$ cat src/rtl/dot_product_pe.sv
// Serial dot-product processing element: latches one row/column pair,
// accumulates one product per cycle, then pushes the sum downstream.
module dot_product_pe #(
  parameter int DATA_W = 8,
  parameter int K      = 4,
  parameter int ACC_W  = 2*DATA_W + $clog2(K)
) (
  input  logic                      clk,
  input  logic                      rst,
  input  logic                      start_PE,
  input  logic [K*DATA_W-1:0]       a_row,
  input  logic [K*DATA_W-1:0]       b_col,
  input  logic                      fifo_full,
  output logic                      PE_ready,
  output logic                      busy,
  output logic                      fifo_push,
  output logic signed [ACC_W-1:0]   fifo_wdata
);

  localparam int IDX_W = (K > 1) ? $clog2(K) : 1;
  localparam logic [IDX_W-1:0] IDX_LAST = IDX_W'(K-1);

  typedef enum logic [1:0] {
    IDLE,
    MAC,
    WRITE
  } state_e;

  state_e                    state_q, state_d;
  logic signed [ACC_W-1:0]   acc_q, acc_d;
  logic [IDX_W-1:0]          idx_q, idx_d;
  logic [K*DATA_W-1:0]       a_q, a_d;
  logic [K*DATA_W-1:0]       b_q, b_d;

  logic signed [DATA_W-1:0]   a_el, b_el;
  logic signed [2*DATA_W-1:0] prod;

  assign a_el = a_q[32'(idx_q)*DATA_W +: DATA_W];
  assign b_el = b_q[32'(idx_q)*DATA_W +: DATA_W];
  assign prod = a_el * b_el;

  assign PE_ready   = (state_q == IDLE);
  assign busy       = !PE_ready;
  assign fifo_push  = (state_q == WRITE) && !fifo_full;
  assign fifo_wdata = acc_q;

  always_comb begin
    state_d = state_q;
    acc_d   = acc_q;
    idx_d   = idx_q;
    a_d     = a_q;
    b_d     = b_q;
    unique case (state_q)
      IDLE: begin
        if (start_PE) begin
          a_d     = a_row;
          b_d     = b_col;
          acc_d   = '0;
          idx_d   = '0;
          state_d = MAC;
        end
      end
      MAC: begin
        // size cast keeps the product's sign
        acc_d = acc_q + ACC_W'(prod);
        idx_d = idx_q + IDX_W'(1);
        if (idx_q == IDX_LAST) begin
          state_d = WRITE;
        end
      end
      WRITE: begin
        if (!fifo_full) begin
          idx_d   = '0;
          state_d = IDLE;
        end
      end
      default: state_d = IDLE;
    endcase
  end

  always_ff @(posedge clk) begin
    if (rst) begin
      state_q <= IDLE;
      acc_q   <= '0;
      idx_q   <= '0;
      a_q     <= '0;
      b_q     <= '0;
    end else begin
      state_q <= state_d;
      acc_q   <= acc_d;
      idx_q   <= idx_d;
      a_q     <= a_d;
      b_q     <= b_d;
    end
  end

endmodule

$ cat config.mk
export PLATFORM = sky130hd
export DESIGN_NAME = dot_product_pe
export DESIGN_NICKNAME = d
export VERILOG_FILES = /design/src/rtl/dot_product_pe.sv
export SDC_FILE = /design/constraint.sdc
export NUM_CORES = 1
export LEC_CHECK = 0
export ABC_AREA = 0
export ABC_CLOCK_PERIOD_IN_PS = 6200
export CAP_MARGIN = 5
export CORE_ASPECT_RATIO = 0.75
export CORE_MARGIN = 8
export CORE_UTILIZATION = 25
export CTS_CLUSTER_DIAMETER = 60
export DETAILED_ROUTE_END_ITERATION = 16
export PLACE_DENSITY = 0.42
export SYNTH_ARGS = -nofsm -noshare
export SYNTH_HDL_FRONTEND = slang
export SYNTH_SLANG_ARGS = --single-unit
$ cat constraint.sdc
create_clock -name clk -period 6.2 [get_ports clk]
set_input_delay 1.86 -clock clk [delete_from_list [all_inputs] [get_ports clk]]
set_output_delay 1.86 -clock clk [all_outputs]
set_load 0.005 [all_outputs]
==> metrics.md <==
| Metric | Value |
|---|---|
| Outcome | completed |
| TritonCTS clock tree | built |
| Synthesized area per cell | 9.061 sq um |
| Final WL | ~19 mm |
| Slew Limit Fails | 0 |
| Worst path max stage delay | approximately 0.7 ns |
| Root Driver | clkbuf_16 |
| Share of layout cells above drive strength 1 | under 10% |
| Vias in the first global route | about 5.4k |
| Mapped Area | 6596 sq um |
| Critical-path cell list | buf_4 -> mux4_2 -> nand2_1 -> fa_1 -> fa_1 -> inv_1 -> fa_1 -> fa_1 -> fa_1 -> ha_1 -> o21ai_0 -> o21ai_1 -> a221oi_2 -> a21oi_1 -> xnor2_1 -> o21ai_1 |
| Post-Synthesis Cells | ~730 |
| Inserted Diodes | 0 |
| Total track usage | between 10% and 20% |
| Arr. time, crit path | 6.02 ns |
| Via density per instance | around 4.4 |
| Global-route wire length before repair | approximately 31 mm |
| Compound-Gate Fraction of Synth Area | between 10% and 20% |
| DRC violations left | 0 |
| Initial antenna violation count | 0 |
| Final nets | ~1000 |
| Max_slew headroom | about 25% |
| Cell repeated most along the worst path | fa_1 |
| Leak Pwr | approximately 3.6 nW |
| Core footprint | 25970 sq um |
| Die area | around 32000 sq um |
| Die Ht | 156.7 um |
| HPWL after DPL | approximately 15 mm |
| Post-Synth Adder-Cell Area | 32.44% |
| PwrDens | 206.6 nW/um^2 |
| Final instance area | between 8000 and 9000 sq um |
| Worst EP required | 6.45 ns |
| Row count | slightly above 50 |
| Final Hold Fails | 0 |
| Setup WS pre-CTS | about 0.36 ns |
| Most frequent cells in the layout | nand2_1, inv_1, clkdlybuf4s50_1, dfxtp_1, fa_1 |
| RSZ-0062 raised after global routing | no |
| Initial DRC count | 322 |
| Mux contribution to synthesized area | 5.596% |
| Final worst slack | approximately 0.43 ns |
| Main synth FF type | dfxtp_1 |
| Clk Latency, worst-skew pair | 0.35 ns |
| Placed Area | between 7000 and 8000 sq um |
| Maximum fanout along the worst path | 11 |
| GP Congestion | around 0.75 |
| Hold Path Origin | b_q[10] |
| Synth Register Bits | 86 |
| Worst Setup SP | idx_q[0] |
| Clk pin slew, worst setup/hold paths | 0.08 ns |
| Clock tree buffer depth | 2 |
| Max Fclk | ~0.17 GHz |
| Largest family of logic cells by synthesized area | adder cells |
| Largest net degree at the start of global routing | 73 |
| Slowest library cell on the worst path | mux4_2 |
| Global route overflow | 0 |
| Post-Syn Nets | ~920 |
| Setup TNS | 0 ns |
| Simple-gate share of the synthesized area | 15.69% |
| Effective utilization at floorplan | about 25% |
| Die Width | between 200 and 250 um |
| Crit Path Class | register to register |
| Hold/Removal Path Class | register to register |
| PortBufs | between 80 and 90 |
| TritonCTS Buffers | 9 |
| Worst-margin pin slew | approximately 1.1 ns |
| I/O pins | between 80 and 90 |
| DRT antenna net count | 0 |
| Clock skew | 0.01448 ns |
| Synth unique cells | between 40 and 50 |
| CTS Sinks | 86 |
| H-tree depth | 3 |
| CP endpoint kind | register |
| Peak VDD IR | 152.0 uV |
| Min cycle time layout | approximately 5.8 ns |
| Most common cell after layout, fill and taps aside | nand2_1 |
| Post-synth ARST share | 0% |
| Post-DR wirelength/cell | approximately 16 um |
| Synth Area in XOR/XNOR | 1.859% |
| Synth-to-layout area growth | 24.22% |
| Worst r2r src | idx_q[0] |
| Post-synth EDFFs | 0 |
| Pre-antenna DRT Iters | 5 |
| DR vias | 5071 |
| Max_cap viols | 0 |
| Register area share after synthesis | 26.10% |
| Final Cycle Share | roughly 93% |
| Critical Path Start Type | register |
| Yosys warning total | 0 |
| Setup-failing EPs final | 0 |
[report_power, final]
part / total (mW) / internal (mW) / leakage, nW / switching [mW]
sequential: 0.615 / 0.586 / 0.704 / 0.0298
clock: 0.631 / 0.360 / 0.155 / 0.271
combinational: 0.447 / 0.205 / 2.74 / 0.242
[cell families (layout without fill, tap and decap cells)]
family	after synthesis	in the layout
and+or+nand+nor	241	241
AOI/OAI and AO/OA	125	125
adders and majority gates	123	123
buffers and inverters	121	206
DFF	86	86
muxes	18	18
xor gates and xnor gates	14	14
[synthesized netlist by cell type (2+ instances only)]
cell type / number / area [sq um]
o21ai_2: 2 / 17.52
o21bai_1: 4 / 30.03
nor3_1: 4 / 20.02
xnor2_1: 11 / 96.34
dfxtp_1: 86 / 1722
o21ai_0: 8 / 40.04
o21ai_1: 5 / 25.02
a21o_1: 3 / 22.52
nor2_1: 24 / 90.09
nand2_1: 163 / 611.8
buf_2: 10 / 50.05
ha_1: 43 / 538.0
a32o_1: 3 / 30.03
clkbuf_1: 17 / 63.81
nand3b_1: 2 / 15.01
a211oi_1: 2 / 15.01
and2_1: 33 / 206.5
a22oi_1: 9 / 67.56
nand2b_1: 2 / 12.51
o21a_1: 2 / 15.01
nand3_1: 3 / 15.01
inv_1: 92 / 345.3
xor2_1: 3 / 26.28
mux2i_1: 2 / 20.02
a21oi_1: 78 / 390.4
or3_1: 3 / 18.77
fa_1: 80 / 1602
nor2b_1: 4 / 25.02
mux4_2: 15 / 337.8
[worst max-delay path: cells and delay by family, from the launching register on]
kind | cells | cell delay (ns)
AOI/OAI and AO/OA | 5 | 0.94
xor gates and xnor gates | 1 | 0.17
buffers and inverters | 2 | 0.35
muxes | 1 | 0.68
adders and majority gates | 6 | 2.82
DFF | 1 | 0.52
and+or+nand+nor | 1 | 0.16
[worst paths after layout]
path / endpoint / slack (ns) / depth (start not counted)
max: fifo_wdata[17] / 0.43 / 16
min: b_q[10] / 0.45 / 2
max reg2reg: fifo_wdata[17] / 0.43 / 16
min reg2reg: b_q[10] / 0.45 / 2
[sequential cells by signal, summed over array words and instances, names as in the netlist]
register,count
a_q,32
b_q,32
idx_q,2
fifo_wdata,18
state_q,2
[timing repair]
item                       in CTS  in global routing
hold buffers                    0                  0
setup endpoints to repair       0                  2
buffers inserted                0                  0
resized for setup               0                  2
[layout make-up]
cell class              count  area [sq um]
fillers                  2770         17780
multi-input cells         521          4417
flip-flops and latches     86          1722
repair buffers             98         950.9
well taps                 344         430.4
inverters                  92         345.3
clock buffers               9         225.2
clock inverters             7         103.9
[through the flow]
| stage | utilization [%] | hold WS [ns] | std cells | power, mW |
|---|---|---|---|---|
| floorplan | - | 0.4322 | 728 | 0.9051 |
| global placement | 30.25 | 0.4415 | 1141 | 1.084 |
| detailed placement | 30.25 | 0.4447 | 1141 | 1.078 |
| CTS | 31.52 | 0.4546 | 1157 | 1.726 |
| global route | 31.55 | 0.4756 | 1157 | 1.803 |
| finish | 31.55 | 0.4544 | 1157 | 1.693 |
[layer usage]
metal	GRT usage (%)	part of all wire, %
met5	0	0
met4	2.274	0.66
met3	2.252	2.9
met2	18.43	43
met1	18.10	53
No activity file was read; power rests on OpenSTA's default activity.
